===== src/rtl/btn_debounce_array.sv =====
// btn_debounce_array: 2-FF synchronised, 1 ms-tick debounced button array with press/release pulses.
// Define BTN_AUTOREPEAT_EN to add per-channel auto-repeat press pulses while a button stays held.
module btn_debounce_array #(
    parameter int N_CH            = 4,
    parameter int CLK_FREQ        = 25,
    parameter int DEBOUNCE_MS     = 10,
    parameter int REPEAT_DELAY_MS = 500,
    parameter int REPEAT_RATE_MS  = 100
) (
    input  logic            clk,
    input  logic            rst,
    input  logic [N_CH-1:0] btn_raw,
    output logic [N_CH-1:0] level,
    output logic [N_CH-1:0] press,
    output logic [N_CH-1:0] released,
    output logic            any_pressed
);
    localparam int TICK_CYC = CLK_FREQ * 1000;
    localparam int PW = TICK_CYC > 1 ? $clog2(TICK_CYC) : 1;
    localparam int CW = $clog2(DEBOUNCE_MS + 1);
    logic [PW-1:0]   presc;
    logic            tick;
    logic [N_CH-1:0] s1, s, diff, done, rise, level_nxt, press_nxt;
    logic [CW-1:0]   cnt [N_CH];
    logic [CW-1:0]   cnt_nxt [N_CH];
    assign tick = presc == PW'(TICK_CYC - 1);
    assign diff = s ^ level;
    assign level_nxt = level ^ done;
    assign rise = done & ~level;
    always_ff @(posedge clk or posedge rst) begin
        if (rst) presc <= '0;
        else presc <= tick ? '0 : presc + 1'b1;
    end
    // any mismatch-free cycle clears the counter, so a glitch restarts qualification
    always_comb begin
        for (int i = 0; i < N_CH; i++) begin
            done[i] = diff[i] && tick && cnt[i] == CW'(DEBOUNCE_MS - 1);
            cnt_nxt[i] = (!diff[i] || done[i]) ? '0 : cnt[i] + CW'(tick);
        end
    end
`ifdef BTN_AUTOREPEAT_EN
    typedef enum logic [1:0] {IDLE, HELD, REPEAT} rep_t;
    localparam int HMAX = REPEAT_DELAY_MS > REPEAT_RATE_MS ? REPEAT_DELAY_MS : REPEAT_RATE_MS;
    localparam int HW = $clog2(HMAX + 1);
    rep_t            st [N_CH];
    rep_t            st_nxt [N_CH];
    logic [HW-1:0]   hcnt [N_CH];
    logic [HW-1:0]   hcnt_nxt [N_CH];
    logic [N_CH-1:0] fall, rep;
    assign fall = done & level;
    always_ff @(posedge clk or posedge rst) begin
        for (int i = 0; i < N_CH; i++) begin
            if (rst) begin
                st[i]   <= IDLE;
                hcnt[i] <= '0;
            end else begin
                st[i]   <= st_nxt[i];
                hcnt[i] <= hcnt_nxt[i];
            end
        end
    end
    // a falling level always wins, so a repeat never lands on the release cycle
    always_comb begin
        rep = '0;
        for (int i = 0; i < N_CH; i++) begin
            st_nxt[i] = st[i];
            hcnt_nxt[i] = hcnt[i];
            if (fall[i]) begin
                st_nxt[i] = IDLE;
                hcnt_nxt[i] = '0;
            end else if (st[i] == IDLE) begin
                st_nxt[i] = rise[i] ? HELD : IDLE;
                hcnt_nxt[i] = '0;
            end else if (tick) begin
                if (hcnt[i] == HW'((st[i] == HELD ? REPEAT_DELAY_MS : REPEAT_RATE_MS) - 1)) begin
                    rep[i] = 1'b1;
                    st_nxt[i] = REPEAT;
                    hcnt_nxt[i] = '0;
                end else begin
                    hcnt_nxt[i] = hcnt[i] + 1'b1;
                end
            end
        end
    end
    assign press_nxt = rise | rep;
`else
    assign press_nxt = rise;
`endif
    always_ff @(posedge clk or posedge rst) begin
        if (rst) begin
            s1          <= '0;
            s           <= '0;
            level       <= '0;
            press       <= '0;
            released    <= '0;
            any_pressed <= 1'b0;
            for (int i = 0; i < N_CH; i++) cnt[i] <= '0;
        end else begin
            s1          <= btn_raw;
            s           <= s1;
            level       <= level_nxt;
            press       <= press_nxt;
            released    <= done & level;
            any_pressed <= |level_nxt;
            for (int i = 0; i < N_CH; i++) cnt[i] <= cnt_nxt[i];
        end
    end
endmodule


===== config.mk =====
export PLATFORM = sky130hd
export DESIGN_NAME = btn_debounce_array
export DESIGN_NICKNAME = d
export VERILOG_FILES = /design/src/rtl/btn_debounce_array.sv
export SDC_FILE = /design/constraint.sdc
export NUM_CORES = 1
export LEC_CHECK = 0
export CAP_MARGIN = 20
export CORE_AREA = 4 4 85 87
export DETAILED_ROUTE_END_ITERATION = 7
export DIE_AREA = 0 0 89 91
export DONT_BUFFER_PORTS = 1
export PLACE_DENSITY = 0.44
export SETUP_SLACK_MARGIN = 0.05
export SYNTH_ARGS = -nofsm -noshare
export SYNTH_HDL_FRONTEND = slang
export SYNTH_SLANG_ARGS = --single-unit
export TNS_END_PERCENT = 30

===== constraint.sdc =====
create_clock -name clk -period 3.2 [get_ports clk]
set_input_delay 0.64 -clock clk [delete_from_list [all_inputs] [get_ports clk]]
set_output_delay 0.64 -clock clk [all_outputs]
set_load 0.005 [all_outputs]

Word-level counts from Yosys, hierarchy flattened --
Index checks and enable logic that the tools add are counted.
Storage, ports and cells: flip-flop bits (word level) 52, input port bits 6, output and inout bits 13, word-level logic and storage cells 48
Cells by class: $add $sub $neg 5, equality and inequality tests 5, muxes and demuxes 5, bitwise gates (word level) 5, reductions and logical operators 17
Operator list (number):
- adder 4 x 1 -> 4 bit | 4
- equality test 4 bit (second input constant) | 4
- two-way mux 4 bit | 4
- adder 15 x 1 -> 15 bit (second input constant) | 1
- equality test 15 bit (second input constant) | 1
- two-way mux 15 bit | 1
- AND 4 bit | 2
- logical AND 1 bit | 8
- XOR 4 bit | 2
- logical NOT 1 bit | 4
- logical OR 1 bit | 4
- inverter 4 bit | 1
- OR reduction 4 bit | 1

Depth between registers and ports, before layout --
Gate-level depths: netlist (run 1).
depth after elaboration 5, depth in mapped cells 9

Worst setup path before layout (run 1) --
Ideal clock, no wire load.
kind register -> register, from register presc[0], to register cnt[13] (netlist name), library setup time 0.119 ns, arrival time 1.808 ns, slack 1.273 ns, cell stages (with the launch flop) 9, path buffers 1, period minus slack after synthesis 1.927 ns, cells stage by stage dfrtp_1 > ha_1 > and2_1 > nand4_1 > inv_2 > buf_6 > ha_1 > ha_1 > and2_1
RTL lines:
- start, declared | line 21 | logic [PW-1:0] presc;
- start signal, assigned | line 32 | else presc <= tick ? '0 : presc + 1'b1;
- end, declared | line 24 | logic [CW-1:0] cnt [N_CH];

==> metrics.txt, run 1 <==
status=finished clean; starting density of the core=35.1%; FF/Latch Area=about 1300 µm²; top-level I/O count=19; Num CTS Buffers=5; yosys warns=0; CP max FO=19; met2 Use GR=16.4%; ant diodes=0; Setup Crit Path Kind=register to register; Comb pwr share=2.2%; power density over the cells=approximately 440 nW/µm²; Synth top area share=approximately three fifths; Synth Area per Inst=12.3 µm²; Slew @ Worst Pin=roughly 0.56 ns; maximum level of the CTS H-tree=2; RSZ-0062 raised after global routing=false; vias in the first global route=approximately 1400; DR vias/cell=4.82; Post-Route WL=3.68 mm; number of nets in the layout=212; CTS Sinks=52; Cells after Synth=182; Placer Congestion=~0.68; area leader, netlist=dfrtp_1; Synth area leaders=dfrtp_1, ha_1, xnor2_1, xor2_1, and2_1; GRT Util Overall=10.2%; Switch Pwr=0.240 mW; worst r2r path cells=7; final worst-path cycle share=between 70% and 80%; Slew Limit Fails=0; Fillers=600; reg2reg setup slack=0.90 ns; fin area=2430 µm²; Clock Skews=0.00964 ns; DRC errors left=0; area taken by multi-input logic gates=862 µm²; Seq pwr share=62.4%; worst r2r src=presc[0]$_DFF_PP0_; root buffer cell=clkbuf_8; first-pass GRT wire length=6.44 mm; P_int=0.824 mW; mapped cell area=2230 µm²; fin crit period=about 2.3 ns; r2r endpoint=cnt[1]$_DFF_PP0_; Hold Crit Class=primary input to asynchronous set/reset pin; Clock transition at path regs=0.10 ns; Core ar.=6350 µm²; P&R area growth vs syn=8.75%; total congestion overflow=0; total die area=8100 µm²; share of power burned in the clock network=35.4%; placed inst area=2320 µm²; row cnt=29; setup bufs post-CTS=0; syn nets=roughly 210; critical path required time=3.40 ns; M3 GR Usage=3.98%; Pre-antenna DRT Iters=3; layout cells sized above 1=8.95%; initial antenna violation count=0; via count=1287; Critical Path Sink Type=register; Final Hold Fails=0; leakage=1.23 nW; DIE HEIGHT=91 µm; Initial DRC Count=37; crit start category=register; # hold bufs at CTS=0; DPL Wire Length=~2.6 mm; Setup TNS Final=0 ns; ANT nets after route=0; CTS tree=yes; grt met1 use=12.6%; input/output buffers=0; CP arrival=2.50 ns; largest net degree at the start of global routing=53; Yosys cell types=25; Switching Share=22.5%; Die Width=just under 90 µm; endpoints failing setup=0; maximum VDD drop=around 160 µV; max_cap viols=0; Synth Register Bits=52; worst skew pair latency=0.30 ns; GR peak layer=met2; Peak Freq=435 MHz; post-CTS resize count=0; Max clock buf depth=2; wire per inst=13.8 µm; Seq/Total Area, Yosys=58.3%; Rel. slew slack=about 62%
-- cell usage in the layout (no fill, tap or decap), drive strengths merged, types with 2 or more instances in the layout --
cell and n:
nor4 2, a21o 4, ha 17, inv 16, nand2 5, a21oi 5, nand4 5, xnor2 12
clkbuf 5, nor2 17, xor2 12, nor3 5, or4bb 4, nand3 9, dfrtp 52, and2 11
-- sequential cells by signal, summed over array words and instances (netlist names) --
| name | cells |
|---|---|
| s | 4 |
| presc | 15 |
| press | 4 |
| any_pressed | 1 |
| cnt | 16 |
| level | 4 |
| s1 | 4 |
| released | 4 |
-- Yosys cell counts (all sizes together) --
master and number:
ha 17, or4bb 4, dfrtp 52, nor4bb 1
or4 1, nand2 5, and2 11, and3 1
xor2 12, nand4 5, nor4 2, nor3 5
xnor2 12, buf 1, or2 1, nand3 9
and4b 1, inv 15, o31ai 1, nor2 17
a21o 4, a21oi 5
-- power by group through the flow --
stage / clock, mW / combinational [mW] / sequential (mW)
2_1_floorplan: 0 / 0.0165 / 0.676
3_3_place_gp: 0 / 0.0219 / 0.676
3_5_place_dp: 0 / 0.0222 / 0.677
4_1_cts: 0.394 / 0.0222 / 0.664
5_1_grt: 0.422 / 0.0282 / 0.664
6_report: 0.376 / 0.0235 / 0.663
-- critical path, stage by stage (launching register included) --
cell,delay (ns)
dfrtp_1,0.39
ha_1,0.22
and2_1,0.25
nand4_1,0.33
inv_2,0.40
ha_1,0.25
ha_1,0.23
and2_1,0.13
-- final cells by class --
cell class                 count  share of cell area [%]
clock inverter                 3                   0.877
multi-input combinational    114                    35.5
tap                           77                    3.97
timing repair buffer           1                   0.825
clock buffer                   5                    2.84
sequential                    52                    53.6
inverter                      15                    2.32
-- worst max-delay path by stage --
| stage | from | endpoint | slack, ns |
|---|---|---|---|
| 2_1_floorplan | presc[0]$_DFF_PP0_ | cnt[13]$_DFF_PP0_ | 1.27 |
| 3_3_place_gp | presc[0]$_DFF_PP0_ | cnt[13]$_DFF_PP0_ | 0.91 |
| 3_5_place_dp | presc[0]$_DFF_PP0_ | cnt[1]$_DFF_PP0_ | 0.83 |
| 4_1_cts | presc[0]$_DFF_PP0_ | cnt[13]$_DFF_PP0_ | 0.82 |
| 5_1_grt | presc[0]$_DFF_PP0_ | cnt[5]$_DFF_PP0_ | 0.70 |
| 6_report | presc[0]$_DFF_PP0_ | cnt[1]$_DFF_PP0_ | 0.90 |
-- through the flow --
stage | util (%) | hold slack (ns) | power, mW | setup slack (ns) | std cells
after floorplan | - | 0.331 | 0.693 | 1.27 | 182
after global placement | 36.5 | 0.334 | 0.698 | 0.906 | 258
after detailed placement | 36.5 | 0.336 | 0.699 | 0.825 | 258
after CTS | 37.9 | 0.340 | 1.08 | 0.823 | 266
after global routing | 38.2 | 0.285 | 1.11 | 0.698 | 267
final | 38.2 | 0.261 | 1.06 | 0.900 | 267
-- logic make-up after synthesis --
logic type                 Yosys count  synth area share [%]
and+or+nand+nor                     63                  16.7
DFF                                 52                  58.3
xor gates and xnor gates            24                  9.42
adders and majority gates           17                  9.53
buffers and inverters               16                  3.03
AOI/OAI and AO/OA                   10                  2.97
-- layer usage --
| metal | vias to the layer above | routed length [µm] |
|---|---|---|
| met5 | - | 0 |
| met4 | 0 | 53 |
| met3 | 6 | 205 |
| met2 | 18 | 1790 |
| met1 | 643 | 1630 |
| li1 | 620 | - |
No activity file was read; power rests on OpenSTA's default activity.
==> run 2: changes to the inputs <==
==> constraint.sdc (replaced) <==
create_clock -name clk -period 2.2 [get_ports clk]
set_input_delay 0.44 -clock clk [delete_from_list [all_inputs] [get_ports clk]]
set_output_delay 0.44 -clock clk [all_outputs]
set_load 0.005 [all_outputs]
==> metrics.txt, run 2 (synthesized netlist as in run 1, its figures left out) <==
placed inst area=2390 µm²; max_cap viols=0; Initial DRC Count=27; largest net degree at the start of global routing=30; # hold bufs at CTS=0; worst r2r path cells=8; RSZ-0062 raised after global routing=false; Post-Route WL=slightly below 4 mm; reg2reg setup slack=0.27 ns; Num CTS Buffers=5; Switching Share=21.1%; worst skew pair latency=approximately 0.30 ns; fin area=around 2500 µm²; endpoints failing setup=0; number of nets in the layout=219; CTS Sinks=52; Slowest-stage cell, CP=dfrtp_1; Critical Path Sink Type=register; Setup Crit Path Kind=register to register; total die area=8100 µm²; input/output buffers=0; Die Width=89 µm; DRC errors left=0; total congestion overflow=0; row cnt=29; P_int=1.31 mW; post-CTS resize count=0; ANT nets after route=0; root buffer cell=clkbuf_8; Switch Pwr=0.351 mW; initial antenna violation count=0; Final Hold Fails=0; r2r endpoint=cnt[9]$_DFF_PP0_; first-pass GRT wire length=6.79 mm; setup bufs post-CTS=0; leakage=1.28 nW; vias in the first global route=about 1400; commonest non-fill, non-tap cell in the layout=dfrtp_1; Hold Crit Class=primary input to asynchronous set/reset pin; ant diodes=0; wire per inst=approximately 14 µm; Rel. slew slack=64.2%; CP max FO=11; DR vias/cell=4.79; Clock Skews=0.00888 ns; maximum level of the CTS H-tree=2; Pre-antenna DRT Iters=3; Max clock buf depth=2; pre-CTS setup slack=0.243 ns; slowest stage delay, CP=0.40 ns; maximum VDD drop=284 µV; starting density of the core=35.1%; Setup TNS Final=0 ns; Peak Freq=slightly above 500 MHz; Clock transition at path regs=0.09 ns; most frequent cells in the layout=dfrtp_1, nor2_1, ha_1, inv_1; critical path required time=2.40 ns; Buf+Inv Stages, Crit Path=2; Pwr Total=1.66 mW; Seq pwr share=roughly 58%; post-route setup slack=0.266 ns; DIE HEIGHT=91 µm; GRT Util Overall=a little over a tenth; Fillers=598; top-level I/O count=19; crit start category=register; P&R area growth vs syn=12.5%; Biggest register=cnt; Placer Congestion=roughly 0.73; CP Cell Sequence=ha_1 -> and2_1 -> nand4_1 -> buf_4 -> inv_2 -> ha_1 -> ha_1 -> and2_1; largest delay contributor family on the critical path=adder cells; final worst-path cycle share=87.9%; Worst path most repeated cell=ha_1; Largest regs=cnt (16), presc (15); Slew Limit Fails=0; Comb pwr share=2.1%; status=finished clean; CTS tree=yes; Slew @ Worst Pin=0.536 ns; layout cells sized above 1=approximately an eighth; power density over the cells=663 nW/µm²; DPL Wire Length=2.93 mm; share of power burned in the clock network=40.0%; fin crit period=1.93 ns; max reg flops=16; CP arrival=2.13 ns; worst r2r src=presc[0]$_DFF_PP0_; Core ar.=6350 µm²; via count=between 1000 and 1500
-- run 2: changes by cell type in the layout (fill, tap and decap cells not counted) --
| cell | delta |
|---|---|
| nor4_1 | -1 |
| nor4_2 | +1 |
| clkinv_2 | -1 |
| buf_4 | +7 |
| bufinv_16 | +1 |
-- run 2: per-layer routing --
metal | global-route usage, % | vias up | wire [µm]
li1 | - | 630 | -
met3 | 3.53 | 5 | 173
met1 | 13.5 | 659 | 1740
met4 | 3.35 | 0 | 59
met5 | 0 | - | 0
met2 | 18.1 | 18 | 1950
-- run 2: layout make-up --
type                       count  area, µm²  area share (%)
clock buffer                   5       68.8            2.74
clock inverter                 3       46.3            1.84
inverter                      15       56.3            2.24
multi-input combinational    114        868            34.6
sequential                    52       1300            51.8
tap                           77       96.3            3.84
timing repair buffer           8       72.6            2.89
-- run 2: metrics by stage --
step	utilization [%]	hold slack, ns	cells
global placement	37.6	0.332	266
CTS	39.4	0.0585	274
finish	39.5	0.0492	274
floorplan	-	0.331	182
detailed placement	37.6	0.335	266
global route	39.5	0.0847	274
-- run 2: worst max path at each step --
stage	endpoint	cells after the start	start	slack (ns)
after floorplan	cnt[13]$_DFF_PP0_	8	presc[0]$_DFF_PP0_	0.27
after global placement	cnt[9]$_DFF_PP0_	7	presc[4]$_DFF_PP0_	0.24
after detailed placement	cnt[9]$_DFF_PP0_	7	presc[4]$_DFF_PP0_	0.24
after CTS	cnt[9]$_DFF_PP0_	7	presc[4]$_DFF_PP0_	0.22
after global routing	cnt[14]$_DFF_PP0_	9	presc[0]$_DFF_PP0_	0.11
final	cnt[9]$_DFF_PP0_	8	presc[0]$_DFF_PP0_	0.27
-- run 2: power by group through the flow --
stage	combinational, mW	sequential (mW)	clock [mW]
finish	0.0348	0.965	0.666
global route	0.0416	0.966	0.736
CTS	0.0373	0.965	0.696
detailed placement	0.0373	0.984	0
global placement	0.0366	0.984	0
floorplan	0.0240	0.983	0
